[config.mk]
export PLATFORM = sky130hd
export DESIGN_NAME = fp_norm_round_pack
export DESIGN_NICKNAME = d
export VERILOG_FILES = /design/src/rtl/fpu_pkg.sv /design/src/rtl/fp_round_rne.sv /design/src/rtl/fp_norm_round_pack.sv
export SDC_FILE = /design/constraint.sdc
export NUM_CORES = 1
export LEC_CHECK = 0
export ABC_AREA = 1
export BUFFER_PORTS_ARGS = -buffer_cell sky130_fd_sc_hd__buf_2
export CAP_MARGIN = 40
export CORE_MARGIN = 8
export CORE_UTILIZATION = 40
export DETAILED_ROUTE_END_ITERATION = 8
export PLACE_DENSITY = 0.62
export SYNTH_ARGS = -nofsm -noshare
export SYNTH_HDL_FRONTEND = slang
export SYNTH_SLANG_ARGS = --single-unit
[constraint.sdc]
create_clock -name clk -period 2.5 [get_ports clk]
set_clock_uncertainty 0.1 [all_clocks]
set_input_delay 0.375 -clock clk [delete_from_list [all_inputs] [get_ports clk]]
set_output_delay 0.375 -clock clk [all_outputs]
set_load 0.01 [all_outputs]
[src/rtl/fpu_pkg.sv]
// Shared widths, bit positions and FSM encoding for the FPU add/sub back end.
package fpu_pkg;

   localparam int unsigned EXP_BITS  = 8;
   localparam int unsigned MANT_BITS = 23;
   localparam int unsigned MW        = MANT_BITS + 5;
   localparam int unsigned RW        = 1 + EXP_BITS + MANT_BITS;

   localparam int unsigned BIAS = (1 << (EXP_BITS - 1)) - 1;
   // Exponents are carried one bit wider so +1/-1 never wrap.
   localparam logic [EXP_BITS:0] EXP_MAX = (EXP_BITS + 1)'(2 * BIAS + 1);
   localparam logic [EXP_BITS:0] EXP_ONE = (EXP_BITS + 1)'(1);

   localparam int unsigned S_BIT      = 0;
   localparam int unsigned R_BIT      = 1;
   localparam int unsigned G_BIT      = 2;
   localparam int unsigned LSB_BIT    = 3;
   localparam int unsigned HIDDEN_BIT = MW - 2;
   localparam int unsigned CARRY_BIT  = MW - 1;

   typedef enum logic [1:0] {
      StIdle,
      StShift,
      StRound,
      StDone
   } state_e;

endpackage

[src/rtl/fp_round_rne.sv]
// Round-to-nearest-even on {hidden, frac, G, R, S}; purely combinational.
module fp_round_rne
   import fpu_pkg::*;
(
   input  logic [MW-2:0]    mant,
   output logic [MANT_BITS:0] rounded,
   output logic             carry,
   output logic             inexact
);

   logic [MANT_BITS:0] hf;
   logic               round_up;

   always_comb begin
      hf       = mant[HIDDEN_BIT:LSB_BIT];
      round_up = mant[G_BIT] & (mant[R_BIT] | mant[S_BIT] | hf[0]);
      {carry, rounded} = {1'b0, hf} + (MANT_BITS + 2)'(round_up);
      inexact  = mant[G_BIT] | mant[R_BIT] | mant[S_BIT];
   end

endmodule

[src/rtl/fp_norm_round_pack.sv]
// Normalise, round (RNE) and pack the raw add/sub mantissa sum into an IEEE-754 word,
// behind a single-entry valid/ready buffer.
module fp_norm_round_pack
   import fpu_pkg::*;
(
   input  logic                clk,
   input  logic                rst_n,
   input  logic                in_valid,
   output logic                in_ready,
   input  logic                in_sign,
   input  logic [EXP_BITS-1:0] in_exp,
   input  logic [MW-1:0]       in_mant,
   output logic                out_valid,
   input  logic                out_ready,
   output logic [RW-1:0]       out_result,
   output logic                out_overflow,
   output logic                out_inexact,
   output logic                out_zero
);

   state_e            state_q, state_d;
   logic              sign_q, sign_d;
   logic [EXP_BITS:0] exp_q, exp_d;
   logic [MW-2:0]     mant_q, mant_d;   // carry bit is folded away on accept
   logic [RW-1:0]     result_q, result_d;
   logic              ovf_q, ovf_d, inx_q, inx_d, zero_q, zero_d;

   logic [MANT_BITS:0] rounded;
   logic               rnd_carry, rnd_inexact;
   logic [EXP_BITS:0]  exp_rnd;

   fp_round_rne u_round (
      .mant    (mant_q),
      .rounded (rounded),
      .carry   (rnd_carry),
      .inexact (rnd_inexact)
   );

   always_comb begin
      state_d  = state_q;
      sign_d   = sign_q;
      exp_d    = exp_q;
      mant_d   = mant_q;
      result_d = result_q;
      ovf_d    = ovf_q;
      inx_d    = inx_q;
      zero_d   = zero_q;

      if (rnd_carry) begin
         exp_rnd = exp_q + EXP_ONE;
      end else if (exp_q == '0 && rounded[MANT_BITS]) begin
         exp_rnd = EXP_ONE;
      end else begin
         exp_rnd = exp_q;
      end

      unique case (state_q)
         StIdle: begin
            if (in_valid) begin
               sign_d = in_sign;
               exp_d  = {1'b0, in_exp};
               if (in_mant == '0) begin
                  result_d = {in_sign, {(RW - 1){1'b0}}};
                  ovf_d    = 1'b0;
                  inx_d    = 1'b0;
                  zero_d   = 1'b1;
                  state_d  = StDone;
               end else if (in_mant[CARRY_BIT]) begin
                  mant_d  = {in_mant[CARRY_BIT:G_BIT], in_mant[R_BIT] | in_mant[S_BIT]};
                  exp_d   = {1'b0, in_exp} + EXP_ONE;
                  state_d = StRound;
               end else begin
                  mant_d  = in_mant[HIDDEN_BIT:0];
                  state_d = StShift;
               end
            end
         end
         StShift: begin
            if (mant_q[HIDDEN_BIT]) begin
               state_d = StRound;
            end else if (exp_q <= EXP_ONE) begin
               exp_d   = '0;
               state_d = StRound;
            end else begin
               mant_d = {mant_q[HIDDEN_BIT-1:0], 1'b0};
               exp_d  = exp_q - EXP_ONE;
               // Leave as soon as the shift lands a one in the hidden position.
               if (mant_q[HIDDEN_BIT-1]) begin
                  state_d = StRound;
               end
            end
         end
         StRound: begin
            inx_d  = rnd_inexact;
            ovf_d  = 1'b0;
            zero_d = 1'b0;
            if (exp_rnd >= EXP_MAX) begin
               result_d = {sign_q, {EXP_BITS{1'b1}}, {MANT_BITS{1'b0}}};
               ovf_d    = 1'b1;
               inx_d    = 1'b1;
            end else begin
               result_d = {sign_q, exp_rnd[EXP_BITS-1:0], rounded[MANT_BITS-1:0]};
               zero_d   = (exp_rnd == '0) && (rounded == '0);
            end
            state_d = StDone;
         end
         StDone: begin
            if (out_ready) begin
               state_d = StIdle;
            end
         end
         default: state_d = StIdle;
      endcase
   end

   always_ff @(posedge clk) begin
      if (!rst_n) begin
         state_q  <= StIdle;
         sign_q   <= 1'b0;
         exp_q    <= '0;
         mant_q   <= '0;
         result_q <= '0;
         ovf_q    <= 1'b0;
         inx_q    <= 1'b0;
         zero_q   <= 1'b0;
      end else begin
         state_q  <= state_d;
         sign_q   <= sign_d;
         exp_q    <= exp_d;
         mant_q   <= mant_d;
         result_q <= result_d;
         ovf_q    <= ovf_d;
         inx_q    <= inx_d;
         zero_q   <= zero_d;
      end
   end

   assign in_ready     = (state_q == StIdle) && rst_n;
   assign out_valid    = (state_q == StDone);
   assign out_result   = result_q;
   assign out_overflow = ovf_q;
   assign out_inexact  = inx_q;
   assign out_zero     = zero_q;

endmodule

Yosys cells after proc, flatten, opt, wreduce, memory -nomap -nowiden

Cells that the tools add are included.

$add $sub $neg: 4
Multiply operators: 0
Divide/modulo/power cells: 0
Magnitude comparators: 2
Eq/ne operators: 10
Shift-type cells: 0
Multiplexer cells: 36
Bitwise gates (word level): 6
Reductions and logical operators: 16

Operator list:

| operator            | count |
|---|---|
| $mux 27             | 5 |
| $mux 32             | 2 |
| $pmux 32 s2         | 1 |
| $mux 9              | 7 |
| $pmux 27 s2         | 1 |
| $mux 31             | 1 |
| $logic_not 28->1    | 1 |
| $add 24x1->25       | 1 |
| $logic_not 24->1    | 1 |
| $logic_not 9->1     | 2 |
| $pmux 9 s2          | 1 |
| $mux 2              | 7 |
| $reduce_and 3->1    | 4 |
| $ne 2x2->1 const B  | 5 |
| $add 8x1->9 const B | 1 |
| $add 9x1->9 const B | 1 |
| $ge 9x8->1 const B  | 1 |
| $le 9x1->1 const B  | 1 |
| $sub 9x1->9 const B | 1 |
| $pmux 2 s4          | 1 |
| $mux 1              | 7 |
| $pmux 1 s2          | 3 |
| $or 1x1->1          | 5 |
| $reduce_and 5->1    | 1 |
| other kinds (9)     | 13 |

Bits in registers: 74
Bits in latches: 0
RAM bits: 0
Bits in read-only memories: 0
Bits of input ports: 41
Output and inout bits: 37
Logic and storage cells: 83
Memories kept: 0

Longest topological paths before layout

Gate-level depths: netlist of the first run.

Word-level depth: 11
Depth in mapped cells: 17
Gate-level depth less buffers: 17

By module

From an unflattened synthesis of the first run, not the netlist that was laid out.

Cell total of the unflattened synthesis: 940
Area, all modules: 5425.2 um2

By module, submodules not included:

| module             | instances | cells each | area each (um2) | seq. area each (um2) |
|---|---|---|---|---|
| fp_norm_round_pack | 1         | 807        | 4778.3          | 1481.4 |
| fp_round_rne       | 1         | 133        | 646.9           | 0.0 |

Worst setup path before layout of the first run

Ideal clock, no wire load.

Kind: flip-flop to flip-flop
Start point: register mant_q[2]
End point: register result_q[14], in the netlist out_result[14]
Setup time: 135 ps
Arrival time: 1948 ps
Slack: 316 ps
Cell stages (with the launch flop): 15
Path buffers: 1
Period minus slack after synthesis: 2184 ps
Cell sequence: dfxtp_1 -> nand2_1 -> inv_1 -> ha_1 -> nand2_1 -> nor2_2 -> inv_1 -> nor2_1 -> nand3_2 -> nor3_2 -> xor2_1 -> inv_2 -> clkbuf_8 -> nand3_1 -> a21oi_1

Longest elaborated chain between the ends: 8

RTL lines:

| what                   | line                      | source |
|---|---|---|
| from (decl)            | fp_norm_round_pack.sv:24  | `logic [MW-2:0] mant_q, mant_d;` |
| from (signal assigned) | fp_norm_round_pack.sv:130 | `mant_q <= mant_d;` |
| $and 1x1->1 *          | fp_round_rne.sv:16        | `round_up = mant[G_BIT] & (mant[R_BIT] \| mant[S_BIT] \| hf[0]);` |
| $add 24x1->25 *        | fp_round_rne.sv:17        | `{carry, rounded} = {1'b0, hf} + (MANT_BITS + 2)'(round_up);` |
| $logic_and 1x1->1      | fp_norm_round_pack.sv:51  | `end else if (exp_q == '0 && rounded[MANT_BITS]) begin` |
| $mux 9                 | fp_norm_round_pack.sv:51  |  |
| $mux 9                 | fp_norm_round_pack.sv:49  | `if (rnd_carry) begin` |
| $ge 9x8->1             | fp_norm_round_pack.sv:97  | `if (exp_rnd >= EXP_MAX) begin` |
| $mux 31 *              | fp_norm_round_pack.sv:97  |  |
| $pmux 32 s2 *          | fp_norm_round_pack.sv:57  | `unique case (state_q)` |
| to (signal assigned)   | fp_norm_round_pack.sv:131 | `result_q <= result_d;` |
| to (decl)              | fp_norm_round_pack.sv:25  | `logic [RW-1:0] result_q, result_d;` |

Every way passes the cells marked *; elsewhere a longest branch is shown, timed or not.
A chain may end at the register's enable or synchronous reset.

Worst setup path in the final report of the first run

Start point: register mant_q[3]
End point: register result_q[10], in the netlist out_result[10]

Longest elaborated chain between the ends: 9

RTL lines:

| what              | line |
|---|---|
| $or 1x1->1        | fp_round_rne.sv:16 |
| $and 1x1->1       | fp_round_rne.sv:16 |
| $add 24x1->25 *   | fp_round_rne.sv:17 |
| $logic_and 1x1->1 | fp_norm_round_pack.sv:51 |
| $mux 9            | fp_norm_round_pack.sv:51 |
| $mux 9            | fp_norm_round_pack.sv:49 |
| $ge 9x8->1        | fp_norm_round_pack.sv:97 |
| $mux 31 *         | fp_norm_round_pack.sv:97 |
| $pmux 32 s2 *     | fp_norm_round_pack.sv:57 |

Marks and branches as above.

==> results of run 1 <==
## cells in the mapped netlist (2+ instances only)
| cell type | number |
|---|---|
| nor2_2 | 5 |
| o31ai_1 | 20 |
| clkinv_1 | 3 |
| buf_2 | 9 |
| a31oi_1 | 4 |
| a21oi_1 | 90 |
| o211ai_1 | 12 |
| dfxtp_1 | 74 |
| o221ai_1 | 3 |
| nand2_2 | 8 |
| clkbuf_8 | 2 |
| nand3_1 | 64 |
| nand2_1 | 197 |
| inv_2 | 4 |
| nor2_1 | 68 |
| xnor2_1 | 3 |
| ha_1 | 10 |
| clkbuf_1 | 26 |
| nand4_1 | 17 |
| o21ai_0 | 46 |
| nor3_1 | 6 |
| buf_6 | 2 |
| xor2_1 | 18 |
| nand3_2 | 5 |
| inv_1 | 116 |
| a22oi_1 | 3 |
| a21oi_2 | 9 |
| nor2_4 | 3 |
## worst max-delay path, stage by stage, from the launching register on
cell and delay (ns):
dfxtp_2 0.32, nand2_1 0.06, inv_1 0.05, ha_2 0.18, nand2_2 0.08, nor2_4 0.17
nand3_4 0.12, nor2_8 0.22, nand3_2 0.10, nand2_2 0.09, nand2_2 0.07, nor2_4 0.12
nand4_4 0.17, clkbuf_16 0.23, nand3_1 0.07, a21oi_1 0.06
## how the worst max path moves through the flow
stage,start,cells past startpoint,endpoint
after floorplan,mant_q[2]$_SDFFE_PN0P_,14,out_result[14]$_SDFFE_PN0P_
after global placement,mant_q[3]$_SDFFE_PN0P_,17,out_result[5]$_SDFFE_PN0P_
after detailed placement,mant_q[3]$_SDFFE_PN0P_,14,out_result[18]$_SDFFE_PN0P_
after CTS,mant_q[3]$_SDFFE_PN0P_,14,out_result[18]$_SDFFE_PN0P_
after global routing,mant_q[3]$_SDFFE_PN0P_,15,out_result[1]$_SDFFE_PN0P_
final,mant_q[3]$_SDFFE_PN0P_,15,out_result[10]$_SDFFE_PN0P_
## per-layer routing
metal  vias to the layer above  part of all wire [%]  wire, um  track usage, %
met3                        23                   2.9       455            4.00
met1                      2584                    43      6630            20.3
met2                        74                    52      8180            32.5
li1                       2912                     -         -               -
met5                         -                     0         0               0
met4                         0                   2.1       323            6.00
## placed cells by master, fill, tap and decap left out, types with 4 or more instances in the layout
| cell | n |
|---|---|
| nand2_1 | 193 |
| inv_1 | 113 |
| a21oi_1 | 90 |
| buf_2 | 77 |
| dfxtp_1 | 71 |
| nor2_1 | 65 |
| nand3_1 | 60 |
| o21ai_0 | 46 |
| buf_4 | 27 |
| o31ai_1 | 20 |
| xor2_1 | 18 |
| nand4_1 | 17 |
| nand2_2 | 12 |
| o211ai_1 | 12 |
| clkbuf_16 | 11 |
| a21oi_2 | 9 |
| ha_1 | 9 |
| nand3_2 | 8 |
| nor2_2 | 6 |
| inv_2 | 6 |
| nor3_1 | 6 |
| nor2_4 | 5 |
| a31oi_1 | 4 |
| buf_12 | 4 |
## sequential cells by signal, indices dropped and copies added (netlist names)
| signal | count |
|---|---|
| sign_q | 1 |
| out_overflow | 1 |
| out_inexact | 1 |
| out_result | 32 |
| exp_q | 9 |
| out_zero | 1 |
| state_q | 2 |
| mant_q | 27 |
## layout make-up
class	count	area share [%]
inverter	125	7.41
sequential	74	23.1
clock buffer	11	3.93
multi-input combinational	605	50.1
clock inverter	5	0.933
tap	176	3.42
timing repair buffer	110	11.2
## cell families after synthesis
| logic type | count (synthesis) | share of synthesized area (%) |
|---|---|---|
| compound gates | 190 | 20.5 |
| xor+xnor | 21 | 3.45 |
| fa+ha+maj | 10 | 2.35 |
| buf+inv | 166 | 12.9 |
| flops | 74 | 27.8 |
| simple gates | 384 | 33.0 |
## metrics by stage
stage | setup WS, ns | TNS (ns) | power (uW)
floorplan | 0.316 | 0 | 3870
global placement | 0.154 | 0 | 4730
detailed placement | 0.100 | 0 | 4730
CTS | 0.0823 | 0 | 6110
global route | -0.00985 | -0.0294 | 6650
finish | 0.152 | 0 | 6140
## what timing repair did
action | in CTS | in global routing
hold buffers | 0 | 0
endpoints found under the setup margin | 0 | 58
gates resized for setup | 0 | 23
buffers inserted | 0 | 6
## power groups by stage
stage | Clock, uW | Sequential (uW) | Combinational (uW)
2_1_floorplan | 0 | 1690 | 2180
3_3_place_gp | 0 | 1770 | 2970
3_5_place_dp | 0 | 1770 | 2960
4_1_cts | 1380 | 1750 | 2990
5_1_grt | 1450 | 1800 | 3410
6_report | 1370 | 1750 | 3020
==> reports/qor.txt, run 1 <==
status - completed
net load switching power - 2800 uW
Port Buf Inserts - 77
Post-Syn Instances - 845
Top FF cell, synth - dfxtp_1
CP endpoint kind - register
vias in the first global route - 5445
number of synthesized register bits - 74
post-route cell area - 6430 um^2
Post-synth EDFFs - 0
Internal - 3340 uW
CTS root buf - clkbuf_16
post-synthesis sequential area ratio - 27.8%
Yosys top cell area share - 27.8%
total die area - 17300 um^2
Final ANT Viol Nets - 0
fin cells - 1106
vias per cell - 5.06
Mean Syn Cell Area - 6.31 um^2
DR vias - 5593
switch share - 45.5%
Area Growth Syn to Fin - 20.6%
Min Clock Period, post-route - 2.35 ns
# IOs - 78
f_max - 426 MHz
post-synthesis net count - 896
cell total after placement - 1082
WHS Path Cells - 3
Cell Area, Placed - 5960 um^2
Leak - 0.00282 uW
fin. max-slew vios - 0
power density cells - 954 nW/um^2
n_diodes - 0
Clock power frac - 22.3%
nets - 976
DR pass1 iterations - 4
CTS tree - done
number of remaining DRC errors - 0
leading area contributor after synthesis - dfxtp_1
Avg WL per Cell - 14.1 um
endpoints failing setup - 0
R2R cell count - 15
Finished Core Util - 49.0%
peak supply drop - 0.486 mV
max_cap viols - 0
Hold Slack - 0.192 ns
hpwl dp - 11.6 mm
GRT Total Usage - 18.0%
Initial Utilization - 40.6%
width of the die - 131 um
Placer Congestion - 0.892
Final Hold Viols - 0
H-tree depth - 3
worst min path class - in2reg
Vert. Die Dim - 131 um
Slew HR - 64.0%
Max Buffers Root-to-Sink - 2
multi-input combinational cell area - 3220 um^2
row cnt - 42
First DRT Iteration DRCs - 359
total gr overflow - 0
core area - 13100 um^2
initial antenna violation count - 0
crit path max fanout - 11
Critical Path RT - 2.63 ns
Critical Path AT - 2.48 ns
hold wc startpoint - in_sign
cts bufs inserted - 9
ratio of cells with drive above 1 in the final layout - 20.1%
first-pass GRT wire length - 25.8 mm
Netlist Area Pre-Place - 5330 um^2
RR Startpoint - mant_q[3]$_SDFFE_PN0P_
r2r endpoint - out_result[10]$_SDFFE_PN0P_
Clk Latency, worst-skew pair - 0.34 ns
warning count from the yosys run - 0
clock sink total - 74
top cells by area, synth - dfxtp_1, nand2_1, a21oi_1
Flop pwr share - 28.5%
flop2flop setup slack - 0.15 ns
Register Area - 1490 um^2
crit start category - register
post-synth cell types - 46
final WL - 15.6 mm
CP Class - reg2reg
ys async rst share - 0%
Clk pin slew, worst setup/hold paths - 0.06 ns
Slew @ Worst Pin - 0.535 ns
Hold EP - sign_q$_SDFFE_PN0P_
final worst-path cycle share - 93.9%
# fillers - 1421
largest net degree at the start of global routing - 59
Logic pwr share - 49.2%
(Power assumes the default switching activity.)
==> inputs of run 2 (changes only) <==
PLACE_DENSITY = 0.56   (was 0.62)
==> run 2 against run 1 <==
Against the previous run: die area unchanged; via count increased by 2.5%; sequential cell count is the same; cell area is 1.1% higher; fmax is 3.8% lower; clock power decreased by 12%; critical endpoint is now out_result[8]$_SDFFE_PN0P_.
==> reports/qor.txt, run 2 (synthesis results as in run 1) <==
status - completed
post-route worst setup slack - 0.0592 ns (-0.0930 ns)
cts bufs inserted - 9 (unchanged)
final WL - 16.6 mm (+6.4%)
total die area - 17300 um^2 (unchanged)
crit start category - register
DR vias - 5731 (+2.5%)
CTS tree - done
Port Buf Inserts - 77 (unchanged)
clock sink total - 74 (unchanged)
RSZ-0062 raised after global routing - true
CP endpoint kind - register
Slew HR - 65.5% (+1.6 points)
first-pass GRT wire length - 26.7 mm (+3.5%)
First DRT Iteration DRCs - 326 (-9.2%)
Area Growth Syn to Fin - 22.0%
# IOs - 78 (unchanged)
Clk Latency, worst-skew pair - 0.34 ns (about the same)
Avg WL per Cell - 14.9 um (+5.9%)
final worst-path cycle share - 97.6% (+3.7 points)
most frequent cells in the layout - nand2_1, inv_1, a21oi_1
crit path max fanout - 7 (-4)
Slew @ Worst Pin - 0.513 ns (-0.0219 ns)
GRT Total Usage - 18.5% (+0.52 points)
endpoints failing setup - 0 (unchanged)
R2R cell count - 16 (+1)
flop2flop setup slack - 0.06 ns (-0.09 ns)
total gr overflow - 0 (unchanged)
number of remaining DRC errors - 0 (unchanged)
r2r endpoint - out_result[8]$_SDFFE_PN0P_
Initial Utilization - 40.6% (unchanged)
Final ANT Viol Nets - 0 (unchanged)
most common cell after layout, fill and taps aside - nand2_1
fin. max-slew vios - 0 (unchanged)
Hold Slack - 0.197 ns (+0.00468 ns)
Clk pin slew, worst setup/hold paths - 0.06 ns (about the same)
Min Clock Period, post-route - 2.44 ns (+0.0930 ns)
CTS root buf - clkbuf_16
n_diodes - 0 (unchanged)
Leak - 0.00284 uW (+0.70%)
Max Buffers Root-to-Sink - 2 (unchanged)
ratio of cells with drive above 1 in the final layout - 22.0% (+1.9 points)
crit path to - out_result[8]$_SDFFE_PN0P_
# hold bufs at CTS - 0 (unchanged)
max_cap viols - 0 (unchanged)
CP Class - reg2reg
hpwl dp - 12.6 mm (+8.1%)
max reg flops - 32 (unchanged)
Vert. Die Dim - 131 um (unchanged)
worst min path class - in2reg
Critical Path AT - 2.55 ns (+0.07 ns)
Critical Path RT - 2.61 ns (-0.02 ns)
f_max - 410 MHz (-3.8%)
vias in the first global route - 5568 (+2.3%)
initial antenna violation count - 0 (unchanged)
H-tree depth - 3 (unchanged)
Placer Congestion - 0.882 (-1.0%)
peak supply drop - 0.587 mV (+21%)
core area - 13100 um^2 (unchanged)
power density cells - 930 nW/um^2 (-2.5%)
DR pass1 iterations - 5 (+1)
Final Hold Viols - 0 (unchanged)
dpl ws - 0.0518 ns (-0.0487 ns)
vias per cell - 5.16 (+2.0%)
nets - 982 (+0.61%)
fin cells - 1111 (+0.45%)
RR Startpoint - mant_q[2]$_SDFFE_PN0P_
largest net degree at the start of global routing - 59 (unchanged)
cell total after placement - 1084 (+0.18%)
width of the die - 131 um (unchanged)
CP startpoint - mant_q[2]$_SDFFE_PN0P_
Pwr Total - 6050 uW (-1.4%)
row cnt - 42 (unchanged)
[run 2: cell types whose count changed in the layout (fill, tap and decap cells not counted), moves of 2 or more]
cell	before	now
dfxtp_2	3	6
buf_6	0	2
buf_12	4	2
inv_4	3	1
nand3_2	8	19
buf_4	27	33
dfxtp_1	71	68
nand3_1	60	49
clkbuf_1	0	2
[run 2: how the worst min path moves through the flow]
stage / startpoint / end / slack (ns) / cells past startpoint
2_1_floorplan: mant_q[6]$_SDFFE_PN0P_ / mant_q[6]$_SDFFE_PN0P_ / 0.36 / 2
3_3_place_gp: out_result[0]$_SDFFE_PN0P_ / out_result[0]$_SDFFE_PN0P_ / 0.35 / 2
3_5_place_dp: out_result[20]$_SDFFE_PN0P_ / out_result[20]$_SDFFE_PN0P_ / 0.35 / 2
4_1_cts: in_sign / sign_q$_SDFFE_PN0P_ / 0.18 / 3
5_1_grt: in_sign / sign_q$_SDFFE_PN0P_ / 0.21 / 3
6_report: in_sign / sign_q$_SDFFE_PN0P_ / 0.20 / 3
[run 2: final cells by class]
cell class / instances / area [um^2]
Clock buffer: 13 / 260
Clock inverter: 2 / 12.5
Fill cell: 1412 / 6630
Inverter: 125 / 473
Multi-Input combinational cell: 605 / 3300
Sequential cell: 74 / 1490
Tap cell: 176 / 220
Timing Repair Buffer: 116 / 746
[run 2: critical path: stages, from the launching register on]
cell and delay [ns]:
dfxtp_2 0.35, nand2_2 0.07, inv_2 0.06, ha_4 0.15, nand2_4 0.06, nor2_4 0.14
buf_6 0.12, nand3_4 0.10, nor2_8 0.20, nand3_2 0.10, nand2_2 0.08, nand2_2 0.06
nor2_4 0.12, nand4_4 0.21, clkbuf_16 0.25, nand3_1 0.07, a21oi_1 0.06
[run 2: report_power, final]
group	switching, uW	internal [uW]	leakage [uW]	total, uW
combinational	2020	1070	0.00210	3080
sequential	319	1450	0.000605	1770
clock	479	719	0.000132	1200
[run 2: metal layers]
metal  global-route usage, %  up-vias  routed length [um]
li1                        -     2925                   -
met1                    20.9     2695                7150
met3                    3.96       19                 493
met5                       0        -                   0
met4                    5.23        0                 267
met2                    34.0       92                8680
[run 2: repair_timing]
item | 4_1_cts | 5_1_grt
endpoints found under the setup margin | 0 | 53
buffers inserted | 0 | 9
hold endpoints to repair | 0 | 0
gates resized for setup | 0 | 41
[run 2: through the flow]
step | instance area (um^2) | setup TNS (ns) | utilization (%)
6_report | 6500 | 0 | 49.5
4_1_cts | 6220 | 0 | 47.4
3_3_place_gp | 5950 | 0 | 45.3
3_5_place_dp | 5950 | 0 | 45.3
2_1_floorplan | 5330 | 0 | -
5_1_grt | 6500 | -1.84 | 49.5
==> inputs of run 3 (changes only) <==
BUFFER_PORTS_ARGS = default   (was -buffer_cell sky130_fd_sc_hd__buf_2)
DONT_BUFFER_PORTS = 1   (was default)
PLACE_DENSITY = 0.51   (was 0.56)
==> run 3 against run 2 <==
Against the previous run: first-iteration DRC count increased by 5.2%; sequential share of layout area increased by 1.4 points; combinational power decreased by 4%; largest power group unchanged; highest routed layer unchanged.
==> reports/qor.txt, run 3 (synthesis results as in run 1) <==
max reg flops - 32 (unchanged)
post-route cell area - 6140 um^2 (-5.6%)
total gr overflow - 0 (unchanged)
vias in the first global route - 5183 (-6.9%)
Register Area - 1490 um^2 (about the same)
Critical Path AT - 2.53 ns (-0.02 ns)
largest stage delay on the critical path - 0.35 ns (about the same)
CP endpoint kind - register
multi-input combinational cell area - 3290 um^2 (-0.38%)
core area - 13100 um^2 (unchanged)
Hold Slack - 0.0694 ns (-0.128 ns)
Vert. Die Dim - 131 um (unchanged)
largest net degree at the start of global routing - 60 (+1.7%)
DR pass1 iterations - 5 (unchanged)
clock sink total - 74 (unchanged)
status - completed
Finished Core Util - 46.7% (-2.8 points)
endpoints failing setup - 0 (unchanged)
peak supply drop - 0.541 mV (-7.8%)
Slew @ Worst Pin - 0.503 ns (-0.00962 ns)
GRT Total Usage - 18.5% (about the same)
Area Growth Syn to Fin - 15.1%
cts bufs inserted - 9 (unchanged)
Initial Utilization - 40.6% (unchanged)
number of remaining DRC errors - 0 (unchanged)
total die area - 17300 um^2 (unchanged)
Max Buffers Root-to-Sink - 2 (unchanged)
CTS root buf - clkbuf_16
vias per cell - 5.27 (+2.2%)
crit start category - register
crit path max fanout - 7 (unchanged)
R2R cell count - 16 (unchanged)
Min Clock Period, post-route - 2.42 ns (-0.0221 ns)
First DRT Iteration DRCs - 343 (+5.2%)
Final Hold Viols - 0 (unchanged)
Clk Latency, worst-skew pair - 0.34 ns (about the same)
Port Buf Inserts - 0 (-100%)
# hold bufs at CTS - 0 (unchanged)
Final ANT Viol Nets - 0 (unchanged)
CP Class - reg2reg
CTS tree - done
Cell Area, Placed - 5540 um^2 (-6.9%)
width of the die - 131 um (unchanged)
most frequent cells in the layout - nand2_1, inv_1, a21oi_1
f_max - 413 MHz (+0.91%)
Placer Congestion - 0.901 (+2.1%)
Slew HR - 66.1% (+0.55 points)
# IOs - 78 (unchanged)
nets - 904 (-7.9%)
fin. max-slew vios - 0 (unchanged)
# fillers - 1405 (-0.50%)
most common cell after layout, fill and taps aside - nand2_1
DR vias - 5446 (-5.0%)
final WL - 16.4 mm (-0.99%)
max_cap viols - 0 (unchanged)
final worst-path cycle share - 96.7% (-0.88 points)
worst min path class - in2reg
power density cells - 998 nW/um^2 (+7.3%)
ratio of cells with drive above 1 in the final layout - 14.9% (-7.1 points)
RSZ-0062 raised after global routing - true
cell chain of the critical path - nand2_4 > inv_4 > ha_4 > nand2_4 > nor2_4 > buf_6 > nand3_4 > nor2_8 > nand3_2 > nand2_2 > nand2_2 > nor2_4 > nand4_4 > clkbuf_16 > nand3_1 > a21oi_2
WHS Path Cells - 2 (-1)
H-tree depth - 3 (unchanged)
Leak - 0.00250 uW (-12%)
Avg WL per Cell - 15.9 um (+6.5%)
Critical-path top delay cell - dfxtp_2
Critical Path RT - 2.62 ns (about the same)
first-pass GRT wire length - 26.1 mm (-2.3%)
initial antenna violation count - 0 (unchanged)
hpwl dp - 12.2 mm (-3.4%)
n_diodes - 0 (unchanged)
Clk pin slew, worst setup/hold paths - 0.06 ns (about the same)
row cnt - 42 (unchanged)
[run 3: cell count changes in the layout (fill, tap and decap cells not counted), sizes merged]
cell | before | now
buf | 114 | 36
inv | 120 | 118
bufinv | 0 | 1
clkinv | 6 | 7
[run 3: critical path, delay by kind of cell (launching register included)]
kind            cells  cell delay, ns
simple gates       11            1.22
fa+ha+maj           1            0.13
flops               1            0.35
compound gates      1            0.06
buf+inv             3            0.41
[run 3: final timing paths]
kind / startpoint / endpoint / slack (ns)
worst max-delay path: mant_q[2]$_SDFFE_PN0P_ / out_result[13]$_SDFFE_PN0P_ / 0.08
worst min-delay path: rst_n / mant_q[26]$_SDFFE_PN0P_ / 0.07
worst max register to register: mant_q[2]$_SDFFE_PN0P_ / out_result[13]$_SDFFE_PN0P_ / 0.08
worst min register to register: mant_q[11]$_SDFFE_PN0P_ / mant_q[11]$_SDFFE_PN0P_ / 0.39
[run 3: layout make-up]
cell class              count  share of cell area (%)
clock buffers              13                    4.40
clock inverters             2                   0.570
inverters                 125                    7.82
multi-input cells         605                    53.6
flip-flops and latches     74                    24.3
well taps                 176                    3.59
repair buffers             38                    5.75
[run 3: what timing repair did]
item,CTS,global route
setup endpoints to repair,0,34
gates resized for setup,0,43
setup buffers,0,11
[run 3: routing by layer]
metal	up-vias	routed length (um)	track usage [%]
li1	2769	-	-
met1	2544	6790	20.3
met2	105	8570	33.8
met3	28	617	3.62
met4	0	448	7.91
met5	-	0	0
[run 3: power by group]
group	total [uW]	internal (uW)	leakage (uW)	switching, uW
Clock	1350	848	0.000152	506
Sequential	1810	1450	0.000606	356
Combinational	2970	1020	0.00174	1950
Total	6130	3320	0.00250	2810
[run 3: metrics by stage]
step	power, uW	TNS, ns	setup slack, ns	instances
2_1_floorplan	3870	0	0.316	845
3_3_place_gp	4650	0	0.171	1004
3_5_place_dp	4680	0	0.104	1004
4_1_cts	6060	0	0.0877	1019
5_1_grt	6640	-0.887	-0.0610	1033
6_report	6130	0	0.0813	1033
